===== config.mk =====
export PLATFORM = sky130hd
export DESIGN_NAME = inst_rom_arb
export DESIGN_NICKNAME = d
export VERILOG_FILES = /design/src/rtl/inst_rom_arb_pkg.sv /design/src/rtl/inst_rom_arb.sv
export SDC_FILE = /design/constraint.sdc
export NUM_CORES = 1
export LEC_CHECK = 0
export BUFFER_PORTS_ARGS = -buffer_cell sky130_fd_sc_hd__buf_2
export CAP_MARGIN = 25
export CORE_ASPECT_RATIO = 0.6
export CORE_MARGIN = 1
export CORE_UTILIZATION = 25
export CTS_CLUSTER_DIAMETER = 50
export DETAILED_ROUTE_END_ITERATION = 8
export PLACE_DENSITY_LB_ADDON = 0.3
export SLEW_MARGIN = 40
export SYNTH_ARGS = -nofsm -noshare
export SYNTH_HDL_FRONTEND = slang
export SYNTH_SLANG_ARGS = --single-unit

===== constraint.sdc =====
create_clock -name clk -period 1.2 [get_ports clk]
set_input_delay 0.06 -clock clk [delete_from_list [all_inputs] [get_ports clk]]
set_output_delay 0.06 -clock clk [all_outputs]
set_load 0.02 [all_outputs]

===== src/rtl/inst_rom_arb_pkg.sv =====
// Shared constants and helpers for the instruction ROM arbiter.
package inst_rom_arb_pkg;

  // ROM chip-enable encoding
  localparam logic CHIP_ENABLE  = 1'b1;
  localparam logic CHIP_DISABLE = 1'b0;

  // Default starvation limit and counter width
  localparam int unsigned ARB_MAX_WAIT = 4;
  localparam int unsigned ARB_CNT_W    = 4;

  typedef logic [ARB_CNT_W-1:0] arb_cnt_t;

  // Port 1 wins when it is alone, or when it has lost MAX_WAIT cycles in a row.
  function automatic logic arb_port1_wins(input logic     req0,
                                          input logic     req1,
                                          input arb_cnt_t cnt,
                                          input arb_cnt_t max_wait);
    return req1 && (!req0 || (cnt >= max_wait));
  endfunction

endpackage


===== src/rtl/inst_rom_arb.sv =====
// Two-port arbiter in front of the combinational instruction ROM.
// Port 0 (fetch) has priority; a starvation counter guarantees port 1 service.
// Read data is registered, one cycle after the grant.
module inst_rom_arb
  import inst_rom_arb_pkg::*;
#(
  parameter int unsigned ADDR_W   = 32,
  parameter int unsigned DATA_W   = 32,
  parameter int unsigned MAX_WAIT = ARB_MAX_WAIT
) (
  input  logic              clk,
  input  logic              rst,
  input  logic              req0,
  input  logic [ADDR_W-1:0] addr0,
  output logic              gnt0,
  output logic              rvalid0,
  output logic [DATA_W-1:0] rdata0,
  input  logic              req1,
  input  logic [ADDR_W-1:0] addr1,
  output logic              gnt1,
  output logic              rvalid1,
  output logic [DATA_W-1:0] rdata1,
  output logic              rom_ce,
  output logic [ADDR_W-1:0] rom_addr,
  input  logic [DATA_W-1:0] rom_inst,
  output logic              stall_req
);

  localparam arb_cnt_t LP_MAX = arb_cnt_t'(MAX_WAIT);

  arb_cnt_t          r_wait_cnt;
  logic              w_gnt0;
  logic              w_gnt1;
  logic              r_rvalid0;
  logic              r_rvalid1;
  logic [DATA_W-1:0] r_rdata0;
  logic [DATA_W-1:0] r_rdata1;

  // Grant decision and ROM drive; reset low suppresses all grants.
  always_comb begin
    w_gnt0   = 1'b0;
    w_gnt1   = 1'b0;
    rom_ce   = CHIP_DISABLE;
    rom_addr = '0;
    if (rst) begin
      if (arb_port1_wins(req0, req1, r_wait_cnt, LP_MAX)) begin
        w_gnt1 = 1'b1;
      end else if (req0) begin
        w_gnt0 = 1'b1;
      end
    end
    if (w_gnt0) begin
      rom_ce   = CHIP_ENABLE;
      rom_addr = addr0;
    end else if (w_gnt1) begin
      rom_ce   = CHIP_ENABLE;
      rom_addr = addr1;
    end
  end

  // Starvation counter: counts consecutive port 1 losses, saturating at MAX_WAIT.
  always_ff @(posedge clk) begin
    if (!rst) begin
      r_wait_cnt <= '0;
    end else if (w_gnt1 || !req1) begin
      r_wait_cnt <= '0;
    end else if (r_wait_cnt < LP_MAX) begin
      r_wait_cnt <= r_wait_cnt + arb_cnt_t'(1);
    end
  end

  // Port 0 capture register.
  always_ff @(posedge clk) begin
    if (!rst) begin
      r_rvalid0 <= 1'b0;
      r_rdata0  <= '0;
    end else begin
      r_rvalid0 <= w_gnt0;
      if (w_gnt0) begin
        r_rdata0 <= rom_inst;
      end
    end
  end

  // Port 1 capture register.
  always_ff @(posedge clk) begin
    if (!rst) begin
      r_rvalid1 <= 1'b0;
      r_rdata1  <= '0;
    end else begin
      r_rvalid1 <= w_gnt1;
      if (w_gnt1) begin
        r_rdata1 <= rom_inst;
      end
    end
  end

  assign gnt0      = w_gnt0;
  assign gnt1      = w_gnt1;
  assign rvalid0   = r_rvalid0;
  assign rvalid1   = r_rvalid1;
  assign rdata0    = r_rdata0;
  assign rdata1    = r_rdata1;
  assign stall_req = rst & req0 & ~w_gnt0;

endmodule


==> results.cfg <==
[yosys]
ys_warn_count = 0
synthArstFlopShare_pct = 0
synth-edff-count = 0
syn_avg_cell_area_um2 = 9.35
syn_nets = 436
synthCells = 335
synth_seq_cells = 70
seq_area_frac_synth_pct = 44.7
synth_cell_types = 24
synth_ff_type = dfxtp_1
syn_area_um2 = 3130

[timing]
hold_violations = 0
slew_headroom_pct = 64.0
min_period_ns = 1.67
setup_viol = 99
period_share_pct = 139
finalClockSkew_ns = 0.00380
tightest_slew_ns = 0.541
maxSlewViolCount = 0
worst_slack_ns = -0.467
max_freq_ghz = 0.600
whs_ns = 0.0153
rsz0062_at_grt = yes

[layout]
fillCellCount = 1164
final_common_cell = buf_2
nNetsFinal = 686
utilization_pct = 46.9
fin_area_um2 = 5700
register_area_um2 = 1410
antenna_cells = 0
layout-drive-gt1-share_pct = 49.8
most-common-layout-cells = 172 x buf_2, 96 x nand2_1, 68 x dfxtp_1
areaGrowthSynthToFinish_pct = 81.8
multi_input_area_um2 = 1680

[drt]
firstDrtPassIters = 4
num_vias = 3204
first_iter_violations = 138
wirelength_um = 11000
drc_errors = 0
final_antenna_net_count = 0
wl_per_cell_um = 14.5
viasPerCell = 4.24

[setup_path]
crit_fanout = 11
critPathLaunchType = register
cp.required_ns = 1.14
worstPathArrival_ns = 1.61
end_kind = output pin
crit_type = reg -> out

[clock_tree]
clock_path_buffers = 2
numCtsBuffers = 9
cts_max_level = 3
numClockSinks = 70
cts_root_buffer = clkbuf_16
cts_tree = built
clk_latency_ns = 0.32
path_clk_slew_ns = 0.06

[hold_path]
min_path_type = in -> reg

[pwr]
fin_total_pwr_mw = 7.05
ir_worst_vdd_v = 0.000634
powerDensity_nw_per_um2 = 1240
p_leak_nw = 2.93

[placed_design]
dp.final_hpwl_um = 7200
place_ws_ns = -0.209
routabilityCongestion = 0.820
port_buffers = 201
placed_area_um2 = 4540

[die]
fp.dieH_um = 88.7
core_area_um2 = 12100
io_pins = 202
die_width_um = 147
die_area_um2 = 13000
start_util_pct = 25.8
placementRows = 31

[grt]
grt_pass1_vias = 3047
grt_usage_pct = 15.8
grt_overflow = 0
grt_max_degree = 57
antenna_found_initial = 0
grt_pass1_wl_um = 15600

[run_status]
violations = setup timing
status = finished, violations left

[flow_run]
drv_cap = 0
==> cell usage after synthesis, types with 2 or more instances <==
| cell | instances | share of area [%] |
|---|---|---|
| buf_6 | 11 | 4.0 |
| clkbuf_1 | 9 | 1.1 |
| inv_1 | 32 | 3.8 |
| clkbuf_8 | 2 | 0.88 |
| and3_2 | 2 | 0.48 |
| a22o_1 | 22 | 6.2 |
| and2_1 | 2 | 0.40 |
| o311a_2 | 2 | 0.72 |
| dfxtp_1 | 70 | 45 |
| a22o_2 | 10 | 3.2 |
| mux2i_1 | 64 | 20 |
| nand2_1 | 96 | 12 |
| buf_2 | 2 | 0.32 |
==> where the power goes <==
part / internal, mW / switching (mW)
registers: 2.48 / 0.0790
logic: 0.802 / 0.816
clock network: 1.88 / 0.996
==> logic make-up (layout without fill, tap and decap cells) <==
| kind of cell | Yosys count | count (layout) | share of synthesized area [%] |
|---|---|---|---|
| and+or+nand+nor | 104 | 104 | 13.3 |
| other | 1 | 1 | 0.120 |
| DFF | 70 | 70 | 44.7 |
| AOI/OAI and AO/OA | 37 | 38 | 10.7 |
| buffers and inverters | 58 | 312 | 10.3 |
| adders and majority gates | 1 | 1 | 0.399 |
| muxes | 64 | 64 | 20.4 |
==> critical path, cell delays in order (launching register included) <==
cell and delay (ns):
dfxtp_4 0.37, o21ai_4 0.16, and3_4 0.27, buf_8 0.17, a22o_2 0.15, buf_2 0.16
==> repair_timing <==
action / in CTS / in global routing
cloned: 2 / 5
hold buffers: 30 / 0
pin swaps: 0 / 4
setup endpoints to repair: 99 / 99
endpoints found under the hold margin: 57 / 0
buffers inserted: 3 / 10
resized for setup: 28 / 64
==> cell type report <==
cell class              count  share of cell area [%]
flip-flops and latches     70                    24.7
multi-input cells         208                    29.4
inverters                  33                    2.17
clock buffers              11                    4.26
well taps                 165                    3.62
repair buffers            263                    34.3
clock inverters             5                    1.45
==> state kept, by name, summed over array words and instances, names as in the netlist <==
| name | count |
|---|---|
| rdata1 | 32 |
| r_wait_cnt | 4 |
| rvalid1 | 1 |
| rdata0 | 32 |
| rvalid0 | 1 |
==> final timing paths <==
kind                                                 start                         end  slack, ns  depth (start not counted)
worst max-delay path            r_wait_cnt[2]$_SDFFE_PP0N_                rom_addr[30]      -0.47                          5
worst min-delay path                           rom_inst[5]      rdata1[5]$_SDFFE_PN0N_       0.02                          3
worst max register to register  r_wait_cnt[2]$_SDFFE_PP0N_     rdata0[12]$_SDFFE_PN0P_      -0.33                          6
worst min register to register  r_wait_cnt[0]$_SDFFE_PP0N_  r_wait_cnt[0]$_SDFFE_PP0N_       0.44                          1
==> stage by stage <==
step                std cells  setup TNS (ns)
finish                    755          -28.27
global route              755          -32.45
CTS                       743          -25.67
detailed placement        692          -10.58
global placement          692           -8.73
floorplan                 335               0
==> per-layer routing <==
metal  wire length (um)  vias up  part of all wire, %  global-route usage [%]
met4                 70        0                 0.64                    4.26
met2               5070       86                   46                    25.7
met5                  0        -                    0                       0
li1                   -     1605                    -                       -
met1               5250     1506                   48                    19.9
met3                588        7                  5.4                    5.67
Note: power is estimated with default switching activity, not from simulation.
